$ cat src/rtl/sp_ram_arb_init.sv
// Two-master round-robin front-end for a single-port RAM. The RAM is zero-filled
// after every reset before any grant; responses follow one cycle after the grant.
module sp_ram_arb_init #(
  parameter int unsigned ADDR_WIDTH = 15,
  parameter int unsigned DATA_WIDTH = 32,
  parameter int unsigned INIT_EN    = 1,
  parameter int unsigned INIT_WORDS = 8192
) (
  input  logic                    clk,
  input  logic                    rst_i,
  input  logic                    p0_req_i,
  output logic                    p0_gnt_o,
  input  logic [ADDR_WIDTH-1:0]   p0_addr_i,
  input  logic                    p0_we_i,
  input  logic [DATA_WIDTH/8-1:0] p0_be_i,
  input  logic [DATA_WIDTH-1:0]   p0_wdata_i,
  output logic                    p0_rvalid_o,
  output logic [DATA_WIDTH-1:0]   p0_rdata_o,
  input  logic                    p1_req_i,
  output logic                    p1_gnt_o,
  input  logic [ADDR_WIDTH-1:0]   p1_addr_i,
  input  logic                    p1_we_i,
  input  logic [DATA_WIDTH/8-1:0] p1_be_i,
  input  logic [DATA_WIDTH-1:0]   p1_wdata_i,
  output logic                    p1_rvalid_o,
  output logic [DATA_WIDTH-1:0]   p1_rdata_o,
  output logic                    ram_en_o,
  output logic [ADDR_WIDTH-1:0]   ram_addr_o,
  output logic                    ram_we_o,
  output logic [DATA_WIDTH/8-1:0] ram_be_o,
  output logic [DATA_WIDTH-1:0]   ram_wdata_o,
  input  logic [DATA_WIDTH-1:0]   ram_rdata_i,
  output logic                    init_done_o
);

  localparam int unsigned BE_WIDTH = DATA_WIDTH / 8;
  localparam int unsigned CNT_W    = (INIT_WORDS > 1) ? $clog2(INIT_WORDS) : 1;
  localparam logic [CNT_W-1:0] CNT_LAST = CNT_W'(INIT_WORDS - 1);
  localparam logic [ADDR_WIDTH-1:0] ALIGN_MASK = {{(ADDR_WIDTH-2){1'b1}}, 2'b00};

  typedef enum logic [0:0] {
    ST_INIT = 1'b0,
    ST_RUN  = 1'b1
  } state_t;

  localparam state_t RST_STATE = (INIT_EN != 0) ? ST_INIT : ST_RUN;

  state_t                  state_r;
  state_t                  state_s;
  logic [CNT_W-1:0]        cnt_r;
  logic                    ptr_r;
  logic                    ptr_s;
  logic                    gnt0_s;
  logic                    gnt1_s;
  logic                    rvalid0_r;
  logic                    rvalid1_r;
  logic                    rd_r;
  logic                    init_done_r;
  logic [ADDR_WIDTH-1:0]   fill_addr_s;
  logic                    ram_en_s;
  logic [ADDR_WIDTH-1:0]   ram_addr_s;
  logic                    ram_we_s;
  logic [BE_WIDTH-1:0]     ram_be_s;
  logic [DATA_WIDTH-1:0]   ram_wdata_s;

  // Next state, fill address and round-robin grant selection
  always_comb begin
    state_s     = state_r;
    ptr_s       = ptr_r;
    gnt0_s      = 1'b0;
    gnt1_s      = 1'b0;
    fill_addr_s = {ADDR_WIDTH{1'b0}};
    fill_addr_s[CNT_W+1:2] = cnt_r;
    case (state_r)
      ST_INIT: begin
        if (cnt_r == CNT_LAST) begin
          state_s = ST_RUN;
        end else begin
          state_s = ST_INIT;
        end
      end
      ST_RUN: begin
        // The pointer only moves when both ports compete
        if (p0_req_i && p1_req_i) begin
          gnt0_s = ~ptr_r;
          gnt1_s = ptr_r;
          ptr_s  = ~ptr_r;
        end else if (p0_req_i) begin
          gnt0_s = 1'b1;
        end else if (p1_req_i) begin
          gnt1_s = 1'b1;
        end else begin
          gnt0_s = 1'b0;
          gnt1_s = 1'b0;
        end
      end
      default: begin
        state_s = RST_STATE;
      end
    endcase
  end

  // RAM port mux: fill writes, granted master, or fully idle
  always_comb begin
    ram_en_s    = 1'b0;
    ram_addr_s  = {ADDR_WIDTH{1'b0}};
    ram_we_s    = 1'b0;
    ram_be_s    = {BE_WIDTH{1'b0}};
    ram_wdata_s = {DATA_WIDTH{1'b0}};
    if (state_r == ST_INIT) begin
      ram_en_s    = 1'b1;
      ram_addr_s  = fill_addr_s;
      ram_we_s    = 1'b1;
      ram_be_s    = {BE_WIDTH{1'b1}};
    end else if (gnt0_s) begin
      ram_en_s    = 1'b1;
      ram_addr_s  = p0_addr_i & ALIGN_MASK;
      ram_we_s    = p0_we_i;
      ram_be_s    = p0_be_i;
      ram_wdata_s = p0_wdata_i;
    end else if (gnt1_s) begin
      ram_en_s    = 1'b1;
      ram_addr_s  = p1_addr_i & ALIGN_MASK;
      ram_we_s    = p1_we_i;
      ram_be_s    = p1_be_i;
      ram_wdata_s = p1_wdata_i;
    end else begin
      ram_en_s    = 1'b0;
    end
  end

  // State, fill counter, pointer and one-cycle response registers
  always_ff @(posedge clk) begin
    if (rst_i) begin
      state_r     <= RST_STATE;
      cnt_r       <= {CNT_W{1'b0}};
      ptr_r       <= 1'b0;
      rvalid0_r   <= 1'b0;
      rvalid1_r   <= 1'b0;
      rd_r        <= 1'b0;
      init_done_r <= (INIT_EN == 0);
    end else begin
      state_r     <= state_s;
      ptr_r       <= ptr_s;
      if ((state_r == ST_INIT) && (cnt_r != CNT_LAST)) begin
        cnt_r <= cnt_r + 1'b1;
      end
      rvalid0_r   <= gnt0_s;
      rvalid1_r   <= gnt1_s;
      rd_r        <= (gnt0_s & ~p0_we_i) | (gnt1_s & ~p1_we_i);
      init_done_r <= (state_s == ST_RUN);
    end
  end

  assign p0_gnt_o    = gnt0_s;
  assign p1_gnt_o    = gnt1_s;
  assign p0_rvalid_o = rvalid0_r;
  assign p1_rvalid_o = rvalid1_r;
  assign p0_rdata_o  = (rvalid0_r && rd_r) ? ram_rdata_i : {DATA_WIDTH{1'b0}};
  assign p1_rdata_o  = (rvalid1_r && rd_r) ? ram_rdata_i : {DATA_WIDTH{1'b0}};
  assign ram_en_o    = ram_en_s;
  assign ram_addr_o  = ram_addr_s;
  assign ram_we_o    = ram_we_s;
  assign ram_be_o    = ram_be_s;
  assign ram_wdata_o = ram_wdata_s;
  assign init_done_o = init_done_r;

endmodule

$ cat config.mk
export PLATFORM = sky130hd
export DESIGN_NAME = sp_ram_arb_init
export DESIGN_NICKNAME = d
export VERILOG_FILES = /design/src/rtl/sp_ram_arb_init.sv
export SDC_FILE = /design/constraint.sdc
export NUM_CORES = 1
export LEC_CHECK = 0
export BUFFER_PORTS_ARGS = -buffer_cell sky130_fd_sc_hd__buf_2
export CAP_MARGIN = 20
export CORE_AREA = 3 3 100 102
export DETAILED_ROUTE_END_ITERATION = 8
export DIE_AREA = 0 0 103 105
export GPL_TIMING_DRIVEN = 0
export HOLD_SLACK_MARGIN = 0.06
export SETUP_SLACK_MARGIN = 0.2
export SYNTH_ARGS = -nofsm -noshare
export SYNTH_HDL_FRONTEND = slang
export SYNTH_SLANG_ARGS = --single-unit
$ cat constraint.sdc
create_clock -name clk -period 1.39 [get_ports clk]
set_input_delay 0 -clock clk [delete_from_list [all_inputs] [get_ports clk]]
set_output_delay 0 -clock clk [all_outputs]
set_load 0.005 [all_outputs]
; ---- After elaboration in Yosys (flattened, before gate mapping)
; Index checks and enable logic that the tools add are counted.
[op_classes]
n_addsub = 1
magnitude_cmp = 0
n_reduce_logical = 5
multipliers = 0
div_mod_pow = 0
bitwise_logic = 7
shift = 0
muxes = 26
n_eq_ne = 2
[op_table]
columns = operator, n
row1 = $mux 32, 5
row2 = $mux 15, 3
row3 = $mux 1, 15
row4 = $add 13x1->13 const B, 1
row5 = $eq 13x13->1 const B, 1
row6 = $ne 13x13->1 const B, 1
row7 = $mux 4, 3
row8 = $logic_and 1x1->1, 4
row9 = $not 1->1, 4
row10 = $and 1x1->1, 2
row11 = $reduce_and 2->1, 1
row12 = $or 1x1->1, 1
[word_totals]
input_bits = 140
wordCells = 47
rom_bits = 0
ramBits = 0
out_inout_bits = 122
latchBits = 0
regBits = 18
memories = 0

; ---- Logic depth before layout (Yosys ltp)
[logic_depth]
word_depth = 7
ltp_mapped = 6
depth_no_buf = 5

; ---- Least setup slack after synthesis
; No wires, ideal clock.
[synth_path]
kind = flip-flop to flip-flop
start = register cnt_r[8]
end = register cnt_r[11]
arrival_ns = 1.408
setup_ns = 0.123
period_less_slack_ns = 1.531
setup_slack_ns = -0.141
required_ns = 1.267
stages_incl_launch_ff = 6
n_path_buf = 1
path_cell_list = dfxtp_1 > and4_1 > buf_6 > a311oi_4 > nand4_1 > mux2_1
[synth_via]
elab_chain_len = 2
elab_cells_between_ends = 3
classes_between = add/sub (1) / eq/ne (1) / reduce/logical (1)
[synth_rtl]
columns = element, line
row1 = from (decl), 50  ; logic [CNT_W-1:0] cnt_r;
row2 = from (signal assigned), 136  ; cnt_r <= {CNT_W{1'b0}};
row3 = from (signal assigned), 146  ; cnt_r <= cnt_r + 1'b1;
row4 = branches (longest 2 deep; another with $add 13x1->13), --
; Parallel ways; which one is timed is not known.
; A chain may end at the register's enable or synchronous reset.

==> results by group <==
Timing
  – Unrepaired setup endpoints after global routing: yes
  – Slew Limit Fails: 0
  – Skew final: around 0.0066 ns
  – Final Hold Vio Count: 0
  – Slew @ Worst Pin: around 0.58 ns
  – F_max: 636 MHz
  – Setup-failing EPs final: 56
  – Worst rel slew slack: a little over 60%
  – Tcrit/Tclk final: 113%
  – Crit path time final: between 1.5 and 2 ns
  – Setup ws final: -0.183 ns

Detailed routing
  – Initial DRC Count: around 110
  – ANT nets after route: 0
  – Drt wl/cell: around 19 um
  – DR DRC count: 0
  – Routed via count: approximately 3.4k
  – Iteration count of the initial detailed-routing pass: 4
  – Via/cell ratio: between 4 and 5
  – Final wirelength: around 13,000 um

Floorplanning
  – Core area: around 0.0092 mm2
  – Vert. Die Dim: between 100 and 150 um
  – Cell Rows: 35
  – Die ar.: around 0.011 mm2
  – Starting density of the core: 20.7%
  – # IOs: about 260
  – Die X: roughly 100 um

Synth
  – Most used DFF post-synth: dfxtp_1
  – Most frequent cell after synthesis: and3_1
  – Combinational family with the most area after synthesis: simple AND/OR/NAND/NOR gates
  – FFs w/ async S/R, synth: 0%
  – Area contributors post-synth: and3_1 22%, dfxtp_1 19%, a22o_1 15%
  – Warnings from Yosys: 0
  – Cells after synthesis: 265
  – Synth Area in XOR/XNOR: roughly 1.8%
  – Cell area after synthesis: around 0.0019 mm2
  – Yosys reg bits: 18
  – Synth cell count leaders: 66 x and3_1, 32 x a22o_1, 28 x clkbuf_1
  – Synth area leader: and3_1
  – Mux contribution to synthesized area: ~3.4%
  – Unique cell type count in the Yosys netlist: 34
  – Synth Area in Adders: less than 1%
  – Mean Syn Cell Area: around 7.2 um2
  – Register area share after synthesis: between 10% and 20%
  – Post-synth EDFFs: 0
  – Post-synthesis compound-gate area fraction: a little under a third
  – Top-area cell type share of the netlist area: a little over a fifth
  – Simple-gate share of the synthesized area: between 30% and 40%

Flow run
  – Max cap viols: 0

Clocking
  – Bufs on Longest Clock Path: 2
  – # H-tree levels: 1
  – Worst-path clk slew: approximately 0.080 ns
  – CTS tree: built
  – CTS Buf Count: 3
  – CTS sink count: 18
  – Root Driver: clkbuf_8
  – Clock Latency Late Sink: 0.26 ns

Placed design
  – Post-DP HPWL: around 8500 um
  – PortBufs: about 260
  – GP Congestion: 0.796
  – Post-DP Area: 0.00337 mm2
  – DP Cell Count: approximately 630

Worst setup path
  – CP Capture Type: register
  – Data required time at the worst endpoint: between 1.5 and 2 ns
  – Max FO, Critical Path: 5
  – CP arrival: around 1.7 ns
  – Crit start category: register
  – Crit Path Category: register to register

Global route
  – GRT Residual Overflow: 0
  – GRT Resource Usage Total: around 19%
  – Largest net degree at the start of global routing: 11
  – Vias in the first global route: about 3.1k
  – Initial antenna violation count: 0
  – First-pass GRT wire length: approximately 16,000 um

Finish
  – Layout cell share with drive strength beyond 1: about four fifths
  – Post-route cell area: 0.00536 mm2
  – Fill cells: 773
  – # diodes: 0
  – Net count, final: approximately 720
  – Area Growth Syn to Fin: 182%
  – Non-filler cells, final: ~690

Pwr
  – Maximum VDD drop: 0.253 mV
  – LEAKAGE: ~2.6 nW
  – PD cells: ~240 mW/mm2

Status
  – Failing checks: negative setup slack
  – Status: finished with violations

Hold path
  – Hold Crit Class: primary input to register
[routing by layer]
metal	track usage [%]	wire, um	vias to the layer above
li1	-	-	1619
met1	21.8	5170	1648
met2	33.9	6740	157
met3	4.74	975	14
met4	2.68	141	0
met5	0	0	-
[cell families after synthesis]
logic type	after synthesis
DFF	18
adders and majority gates	1
AOI/OAI and AO/OA	77
and+or+nand+nor	110
other	1
xor gates and xnor gates	4
buffers and inverters	48
muxes	6
[where the power goes]
| part | total, mW | internal [mW] | switching (mW) |
|---|---|---|---|
| sequential | 0.522 | 0.512 | 0.0103 |
| clock | 0.459 | 0.253 | 0.206 |
| combinational | 0.318 | 0.181 | 0.137 |
| total | 1.30 | 0.945 | 0.353 |
[cell usage in the layout (no fill, tap or decap), types with 3 or more instances in the layout]
master,instances
mux2i_1,3
clkbuf_4,5
dfxtp_4,8
and3_4,62
and3_1,4
nor2b_1,4
mux2_4,3
buf_2,186
a22oi_2,17
buf_4,28
dfxtp_2,8
clkbuf_8,7
clkbuf_16,12
nand4_1,5
nor2_1,12
inv_1,15
buf_6,85
a22o_1,32
o21ai_1,13
nand2_1,11
buf_8,19
[final timing paths]
| kind | slack (ns) | cells after the start | end | startpoint |
|---|---|---|---|---|
| setup / recovery | -0.18 | 4 | cnt_r[11]$_SDFFE_PP0P_ | init_done_o$_SDFF_PP0_ |
| hold / removal | 0.08 | 4 | rd_r$_SDFF_PP0_ | p0_we_i |
| setup reg to reg | -0.18 | 4 | cnt_r[11]$_SDFFE_PP0P_ | init_done_o$_SDFF_PP0_ |
| hold reg to reg | 0.52 | 1 | cnt_r[2]$_SDFFE_PP0P_ | cnt_r[2]$_SDFFE_PP0P_ |
[per-stage QoR]
stage,hold slack [ns],setup TNS [ns],setup slack (ns),total power [mW],util (%)
floorplan,0.0802,-0.264,-0.133,0.591,-
global placement,0.279,-9.86,-0.297,0.804,36.6
detailed placement,0.280,-10.93,-0.305,0.810,36.6
CTS,0.0783,-2.31,-0.178,1.28,45.3
global route,0.0877,-7.75,-0.216,1.37,58.3
finish,0.0833,-4.14,-0.183,1.30,58.3
[worst max-delay path, stage by stage, from the launching register on]
cell,delay [ns]
dfxtp_4,0.38
nand4b_1,0.25
a311oi_4,0.35
nand4_1,0.17
mux2_4,0.32
[repair_timing]
item | 4_1_cts | 5_1_grt
endpoints found under the hold margin | 1 | 0
pin swaps | 18 | 30
buffers inserted | 26 | 11
gates cloned | 7 | 11
endpoints found under the setup margin | 134 | 130
resized for setup | 132 | 186
hold buffers | 1 | 0
[final cells by class]
cell class / instances / area [um2] / area share, %
repair buffers: 311 / 2420 / 45.1
inverters: 16 / 62.6 / 1.17
clock buffers: 4 / 55.1 / 1.03
flip-flops and latches: 18 / 400 / 7.47
multi-input cells: 200 / 1870 / 35.0
well taps: 111 / 139 / 2.59
plain buffers: 32 / 412 / 7.68
[flip-flops by register name (all words and copies together) (netlist names)]
name / count
ptr_r: 1
rd_r: 1
p1_rvalid_o: 1
cnt_r: 13
init_done_o: 1
p0_rvalid_o: 1
Power figures use the tool's default switching activity.
